==> config.mk <==
export PLATFORM = sky130hd
export DESIGN_NAME = regfile_sb_flat
export DESIGN_NICKNAME = d
export VERILOG_FILES = /design/src/rtl/regfile_sb_pkg.sv /design/src/rtl/regfile_sb_if.sv /design/src/rtl/regfile_sb_cnt.sv /design/src/rtl/regfile_sb.sv /design/src/flat_wrapper.sv
export SDC_FILE = /design/constraint.sdc
export NUM_CORES = 2
export LEC_CHECK = 0
export ABC_CLOCK_PERIOD_IN_PS = 6500
export BUFFER_PORTS_ARGS = -buffer_cell sky130_fd_sc_hd__clkbuf_2
export CAP_MARGIN = 25
export CELL_PAD_IN_SITES_DETAIL_PLACEMENT = 1
export CELL_PAD_IN_SITES_GLOBAL_PLACEMENT = 2
export CORE_ASPECT_RATIO = 0.9
export CORE_MARGIN = 4
export CORE_UTILIZATION = 46
export CTS_CLUSTER_DIAMETER = 100
export DETAILED_ROUTE_END_ITERATION = 16
export PLACE_DENSITY = 0.94
export SETUP_SLACK_MARGIN = 0.1
export SYNTH_ARGS = -nofsm -noshare
export SYNTH_HDL_FRONTEND = slang
export SYNTH_HIERARCHICAL = 1
export SYNTH_SLANG_ARGS = --single-unit
==> constraint.sdc <==
create_clock -name clk -period 6.5 [get_ports clk]
set_input_delay 0.325 -clock clk [delete_from_list [all_inputs] [get_ports clk]]
set_output_delay 0.325 -clock clk [all_outputs]
set_load 0.05 [all_outputs]
==> src/rtl/regfile_sb_pkg.sv <==
// Purpose : shared constants and helpers for the regfile_sb register file.
// Contents: write-enable level, default widths, zero-register index and a
//           small max helper used to size internal arithmetic.
package regfile_sb_pkg;

  localparam logic WRITE_ENABLE = 1'b1;
  localparam int   DEF_DATA_W   = 32;
  localparam int   DEF_ADDR_W   = 5;
  localparam int   ZERO_REG     = 0;

  function automatic int max_int(input int a, input int b);
    return (a > b) ? a : b;
  endfunction

endpackage

==> src/rtl/regfile_sb_if.sv <==
// Purpose : bundle of the decode/writeback signals of regfile_sb.
// Ports   : raddr/rdata/rvalid  - NUM_RD combinational read ports
//           we/wrel/waddr/wdata - NUM_WR write ports (higher index wins)
//           iss_valid/iss_addr/iss_ready - destination issue handshake
//           flush               - clear all pending counts
// The master modport is the pipeline side, slave is the register file.
interface regfile_sb_if #(
  parameter int DATA_W = 32,
  parameter int ADDR_W = 5,
  parameter int NUM_RD = 2,
  parameter int NUM_WR = 2
);
  logic [NUM_RD*ADDR_W-1:0] raddr;
  logic [NUM_RD*DATA_W-1:0] rdata;
  logic [NUM_RD-1:0]        rvalid;
  logic [NUM_WR-1:0]        we;
  logic [NUM_WR-1:0]        wrel;
  logic [NUM_WR*ADDR_W-1:0] waddr;
  logic [NUM_WR*DATA_W-1:0] wdata;
  logic                     iss_valid;
  logic [ADDR_W-1:0]        iss_addr;
  logic                     iss_ready;
  logic                     flush;

  modport master (
    output raddr, we, wrel, waddr, wdata, iss_valid, iss_addr, flush,
    input  rdata, rvalid, iss_ready
  );

  modport slave (
    input  raddr, we, wrel, waddr, wdata, iss_valid, iss_addr, flush,
    output rdata, rvalid, iss_ready
  );
endinterface

==> src/rtl/regfile_sb_cnt.sv <==
// Purpose : one saturating up/down pending-write counter.
// Ports   : clk, resetn (async, active-low)
//           i_inc   - one new outstanding write this edge
//           i_dec   - number of writes retired this edge
//           i_flush - force the count to zero (dominates inc/dec)
//           o_cnt   - current pending count
module regfile_sb_cnt #(
  parameter int CNT_W = 2,
  parameter int DEC_W = 2
) (
  input  logic             clk,
  input  logic             resetn,
  input  logic             i_inc,
  input  logic [DEC_W-1:0] i_dec,
  input  logic             i_flush,
  output logic [CNT_W-1:0] o_cnt
);
  import regfile_sb_pkg::*;

  // One spare bit so cnt+inc never wraps before the comparison.
  localparam int SUM_W = max_int(CNT_W, DEC_W) + 1;
  localparam logic [CNT_W-1:0] CNT_MAX = '1;

  logic [CNT_W-1:0] r_cnt;
  logic [CNT_W-1:0] w_next;
  logic [SUM_W-1:0] w_up;
  logic [SUM_W-1:0] w_diff;

  always_comb begin
    w_up   = SUM_W'(r_cnt) + SUM_W'(i_inc);
    w_diff = w_up - SUM_W'(i_dec);
    w_next = r_cnt;
    if (i_flush) begin
      w_next = '0;
    end else if (w_up <= SUM_W'(i_dec)) begin
      // Releasing more than was tracked is legal: clamp at zero.
      w_next = '0;
    end else if (w_diff > SUM_W'(CNT_MAX)) begin
      w_next = CNT_MAX;
    end else begin
      w_next = w_diff[CNT_W-1:0];
    end
  end

  always_ff @(posedge clk or negedge resetn) begin
    if (!resetn) r_cnt <= '0;
    else         r_cnt <= w_next;
  end

  assign o_cnt = r_cnt;
endmodule

==> src/rtl/regfile_sb.sv <==
// Purpose : multi-port register file with a per-register pending-write
//           scoreboard for the decode/writeback boundary.
// Ports   : clk    - clock, all state changes on the rising edge
//           resetn - asynchronous active-low reset (clears data and counts)
//           bus    - regfile_sb_if.slave: read ports with readiness,
//                    write/release ports, issue handshake and flush
// Register 0 is hardwired: reads 0, always ready, ignores writes/issues.
module regfile_sb
  import regfile_sb_pkg::*;
#(
  parameter int DATA_W = DEF_DATA_W,
  parameter int ADDR_W = DEF_ADDR_W,
  parameter int NUM_RD = 2,
  parameter int NUM_WR = 2,
  parameter int CNT_W  = 2
) (
  input  logic         clk,
  input  logic         resetn,
  regfile_sb_if.slave  bus
);

  localparam int DEPTH = 2 ** ADDR_W;
  localparam int DEC_W = $clog2(NUM_WR + 1);
  localparam int CMP_W = max_int(CNT_W, DEC_W);
  localparam logic [CNT_W-1:0]  CNT_MAX = '1;
  localparam logic [ADDR_W-1:0] ZERO_A  = ADDR_W'(ZERO_REG);

  logic [DATA_W-1:0] w_mem [DEPTH];
  logic [CNT_W-1:0]  w_cnt [DEPTH];

  assign w_mem[0] = '0;
  assign w_cnt[0] = '0;

  // No release lookahead: a full register stays blocked this cycle even if
  // a writeback is retiring it right now.
  assign bus.iss_ready = (bus.iss_addr == ZERO_A) ||
                         (w_cnt[bus.iss_addr] < CNT_MAX);

  // Per-register storage and pending counter.
  for (genvar gi = 1; gi < DEPTH; gi++) begin : g_reg
    logic              w_hit;
    logic [DATA_W-1:0] w_data;
    logic [DEC_W-1:0]  w_dec;
    logic              w_inc;
    logic [DATA_W-1:0] r_data;

    // Ascending scan so the highest-index matching port is the one kept.
    always_comb begin
      w_hit  = 1'b0;
      w_data = '0;
      w_dec  = '0;
      for (int p = 0; p < NUM_WR; p++) begin
        if ((bus.we[p] == WRITE_ENABLE) &&
            (bus.waddr[p*ADDR_W +: ADDR_W] == ADDR_W'(gi))) begin
          w_hit  = 1'b1;
          w_data = bus.wdata[p*DATA_W +: DATA_W];
          if (bus.wrel[p]) w_dec = w_dec + DEC_W'(1);
        end
      end
    end

    assign w_inc = bus.iss_valid && bus.iss_ready &&
                   (bus.iss_addr == ADDR_W'(gi));

    always_ff @(posedge clk or negedge resetn) begin
      if (!resetn)    r_data <= '0;
      else if (w_hit) r_data <= w_data;
    end

    assign w_mem[gi] = r_data;

    regfile_sb_cnt #(
      .CNT_W (CNT_W),
      .DEC_W (DEC_W)
    ) u_cnt (
      .clk     (clk),
      .resetn  (resetn),
      .i_inc   (w_inc),
      .i_dec   (w_dec),
      .i_flush (bus.flush),
      .o_cnt   (w_cnt[gi])
    );
  end

  // Read ports: same-cycle bypass from the write ports plus readiness with
  // lookahead on releases retiring the register in this very cycle.
  for (genvar gi = 0; gi < NUM_RD; gi++) begin : g_rd
    logic [ADDR_W-1:0] w_addr;
    logic              w_byp;
    logic [DATA_W-1:0] w_byp_data;
    logic [DEC_W-1:0]  w_dec;

    assign w_addr = bus.raddr[gi*ADDR_W +: ADDR_W];

    always_comb begin
      w_byp      = 1'b0;
      w_byp_data = '0;
      w_dec      = '0;
      for (int p = 0; p < NUM_WR; p++) begin
        if ((bus.we[p] == WRITE_ENABLE) && (w_addr != ZERO_A) &&
            (bus.waddr[p*ADDR_W +: ADDR_W] == w_addr)) begin
          w_byp      = 1'b1;
          w_byp_data = bus.wdata[p*DATA_W +: DATA_W];
          if (bus.wrel[p]) w_dec = w_dec + DEC_W'(1);
        end
      end
    end

    assign bus.rdata[gi*DATA_W +: DATA_W] =
      (w_addr == ZERO_A) ? '0 : (w_byp ? w_byp_data : w_mem[w_addr]);

    // cnt - dec <= 0 also covers cnt == 0.
    assign bus.rvalid[gi] = (w_addr == ZERO_A) ||
                            (CMP_W'(w_cnt[w_addr]) <= CMP_W'(w_dec));
  end

endmodule

==> src/flat_wrapper.sv <==
// flat-port wrapper written by rule: the top's interface ports become plain ports
module regfile_sb_flat import regfile_sb_pkg::*;
#(
  parameter int DATA_W = DEF_DATA_W,
  parameter int ADDR_W = DEF_ADDR_W,
  parameter int NUM_RD = 2,
  parameter int NUM_WR = 2,
  parameter int CNT_W  = 2
)
  (clk, resetn, bus_raddr, bus_we, bus_wrel, bus_waddr, bus_wdata, bus_iss_valid, bus_iss_addr, bus_flush, bus_rdata, bus_rvalid, bus_iss_ready);
  regfile_sb_if #(.DATA_W(DATA_W), .ADDR_W(ADDR_W), .NUM_RD(NUM_RD), .NUM_WR(NUM_WR)) bus_i ();
  input  logic clk;
  input  logic resetn;
  input wire logic [$bits(bus_i.raddr)-1:0] bus_raddr;
  input wire logic [$bits(bus_i.we)-1:0] bus_we;
  input wire logic [$bits(bus_i.wrel)-1:0] bus_wrel;
  input wire logic [$bits(bus_i.waddr)-1:0] bus_waddr;
  input wire logic [$bits(bus_i.wdata)-1:0] bus_wdata;
  input wire logic [$bits(bus_i.iss_valid)-1:0] bus_iss_valid;
  input wire logic [$bits(bus_i.iss_addr)-1:0] bus_iss_addr;
  input wire logic [$bits(bus_i.flush)-1:0] bus_flush;
  output wire logic [$bits(bus_i.rdata)-1:0] bus_rdata;
  output wire logic [$bits(bus_i.rvalid)-1:0] bus_rvalid;
  output wire logic [$bits(bus_i.iss_ready)-1:0] bus_iss_ready;
  assign bus_i.raddr = bus_raddr;
  assign bus_i.we = bus_we;
  assign bus_i.wrel = bus_wrel;
  assign bus_i.waddr = bus_waddr;
  assign bus_i.wdata = bus_wdata;
  assign bus_i.iss_valid = bus_iss_valid;
  assign bus_i.iss_addr = bus_iss_addr;
  assign bus_i.flush = bus_flush;
  assign bus_rdata = bus_i.rdata;
  assign bus_rvalid = bus_i.rvalid;
  assign bus_iss_ready = bus_i.iss_ready;
  regfile_sb #(.DATA_W(DATA_W), .ADDR_W(ADDR_W), .NUM_RD(NUM_RD), .NUM_WR(NUM_WR), .CNT_W(CNT_W)) u_core (.clk(clk), .resetn(resetn), .bus(bus_i));
endmodule
==> results.py <==
metrics = {
    "outcome": {
        "status": "finished clean",
    },
    "logic_synthesis": {
        "yosys.area.top_type": "dfrtp_1",
        "syn_nets": 7353,
        "synth_cell_types": 61,
        "avgSynthCellArea_um2": 10.3,
        "synth_edf_count": 0,
        "synth_cells": 7064,
        "synth_top_area_share_pct": 36.2,
        "synth_area_leaders": "dfrtp_1 36%, mux2i_1 16%, mux4_2 15%",
        "synth_common_cells": "1,185 x mux2i_1, 1,054 x dfrtp_1, 681 x nor2_1, 636 x a21oi_1, 580 x nand2_1",
        "synth.most_common_cell": "mux2i_1",
        "ys.flop_type": "dfrtp_1",
        "async_flop_share_pct": 100,
        "synthesis.area_um2": 72800,
        "ys_ff_latch": 1054,
        "ys_seq_area_share_pct": 36.2,
        "ys.warnings.count": 6,
    },
    "clocking": {
        "clk_path_buf_depth": 3,
        "cts.sinks": 1054,
        "cts-root-buf": "clkbuf_16",
        "cts_tree": "built",
        "clk_pin_slew_worst_paths_ps": 60,
        "htreeDepth": 3,
        "cts_setup_buffers": 0,
        "cts_resized": 0,
        "numCtsBuffers": 120,
        "clk_latency_ps": 810,
    },
    "route": {
        "drt-wirelength-per-cell_um": 35.8,
        "drcViolationCount": 0,
        "viasPerCell": 7.20,
        "via_count": 64100,
        "drtIter0Drc": 8702,
        "drtAntennaViolNets": 0,
        "drt_pass1_iterations": 8,
        "totalWireLength_um": 319000,
    },
    "die": {
        "die_w_um": 427,
        "die_area_um2": 165000,
        "initial_core_util_pct": 46.3,
        "core_um2": 157000,
        "row_count": 138,
        "chipHeight_um": 385,
        "ioPinCount": 164,
    },
    "timing": {
        "slew_headroom_pct": 18.8,
        "finalCriticalPeriod_ps": 4830,
        "setup_ws_ps": 1670,
        "finalCritPeriodShare_pct": 74.3,
        "worst_pin_slew_ps": 1220,
        "finalSetupTns_ps": 0,
        "finalHoldViolCount": 0,
        "fmax_mhz": 207,
        "slew_violations": 0,
        "skew_ps": 34.6,
        "setup_viol": 0,
        "rsz0062_at_grt": "no",
    },
    "power_and_ir_drop": {
        "power.switching_mw": 7.85,
        "pwr-share-seq_pct": 41.3,
        "p_comb_share_pct": 26.8,
        "swShare_pct": 33.7,
        "p_int_mw": 15.4,
        "ir_worst_vdd_v": 0.000267,
        "clkPwrFrac_pct": 31.9,
        "power_per_cell_area_nw_per_um2": 294,
        "p_leak_nw": 34.7,
    },
    "critical_path": {
        "critical_path_class": "in2out",
        "cp.required_ps": 6170,
        "crit_fanout": 42,
        "crit_arrival_ps": 4500,
        "cp-end-kind": "output pin",
        "cp-start-kind": "input port",
    },
    "grt": {
        "grt_pass1_wl_um": 462000,
        "grt_max_degree": 144,
        "first_global_vias": 67100,
        "antenna_found_initial": 29,
        "grt_overflow": 0,
        "grtUsageTotal_pct": 38.2,
    },
    "run": {
        "max_cap_violations": 0,
    },
    "placed_design": {
        "preCtsSetupSlack_ps": 1820,
        "place_hpwl_um": 182000,
        "gp_congestion": 0.896,
        "placement.io_buffers": 163,
    },
    "hold_path": {
        "hold_path_class": "in2reg",
    },
    "cells_and_area": {
        "drive_gt1_share_pct": 17.5,
        "area_growth_pct": 8.89,
        "nets": 6973,
    },
}
## critical path: stages
cell,delay [ps]
buf_4,520
buf_4,790
xnor2_1,160
o311a_1,180
nand2_2,410
buf_4,570
o31ai_1,150
a21oi_1,850
clkbuf_2,430
## flip-flops by register name, summed over array words and instances (netlist names)
| name | flops |
|---|---|
| u_core/g.u_cnt/o_cnt | 62 |
| u_core/g.r_data | 992 |
## stage by stage
step           hold WS (ps)  cells  util, %  instance area [µm²]  power (mW)
2_1_floorplan          29.4   7064        -                72800        13.6
3_3_place_gp            389   8645     47.4                74600        15.2
3_5_place_dp            396   8650     47.5                74700        15.7
4_1_cts                38.6   8874     50.2                78900        23.1
5_1_grt                94.0   8896     50.4                79200        24.2
6_report               82.2   8905     50.4                79200        23.3
## metal layers
layer	GRT usage, %	part of all wire (%)
met5	0.179	0.043
met4	27.4	8.5
met3	13.2	13
met2	56.0	43
met1	46.8	35
## what timing repair did
item                       4_1_cts  5_1_grt
hold buffers                     1        0
hold endpoints to repair        74        0
setup endpoints to repair        0        0
## final timing paths
kind	cells after the start	slack, ps	to	startpoint
worst max-delay path	9	1670	bus_rdata[51]	bus_raddr[8]
worst min-delay path	4	80	u_core/g_reg[24].r_data[13]	bus_wdata[45]
worst min register to register	2	590	u_core/g_reg[10].r_data[12]	u_core/g_reg[10].r_data[12]
worst max register to register	9	2160	u_core/g_reg[20].u_cnt/o_cnt[0]	u_core/g_reg[20].u_cnt/o_cnt[0]
min in group asynchronous	2	180	u_core/g_reg[20].r_data[23]	resetn
max in group asynchronous	4	4650	u_core/g_reg[31].r_data[12]	resetn
## power groups by stage
stage / clock (mW) / sequential [mW] / combinational [mW]
floorplan: 0 / 9.11 / 4.51
global placement: 0 / 9.44 / 5.76
detailed placement: 0 / 9.62 / 6.06
CTS: 7.45 / 9.55 / 6.11
global route: 7.75 / 9.80 / 6.64
finish: 7.42 / 9.62 / 6.25
## cells in the final DEF, fill, tap and decap left out, types with 36 or more instances in the layout
master     instances
mux2i_1         1185
dfrtp_1         1054
nor2_1           654
a21oi_1          636
nand2_1          559
mux4_2           493
o21ai_0          478
inv_1            169
clkbuf_2         154
ha_1             130
clkbuf_16        121
buf_4            121
nor4_1            88
mux2_2            84
nand3_1           69
a2111oi_0         62
fa_1              62
nor3b_1           36
## final cells by class
type	instances	area [µm²]
diodes	20	50.0
clock buffers	171	3530
clock inverters	52	677
fillers	16800	78100
inverters	170	638
multi-input cells	5028	42900
flip-flops and latches	1054	26400
well taps	2100	2630
repair buffers	310	2420
## cells by family (layout without fill, tap and decap cells)
logic type	after synthesis	count (layout)	synth area share, %
xor+xnor	51	51	0.614
buf+inv	982	703	5.52
compound gates	1442	1442	11.4
flops	1054	1054	36.2
mux	1766	1766	33.0
simple gates	1577	1577	9.25
fa+ha+maj	192	192	3.94
other cells	0	20	0
Note: power is estimated with default switching activity, not from simulation.
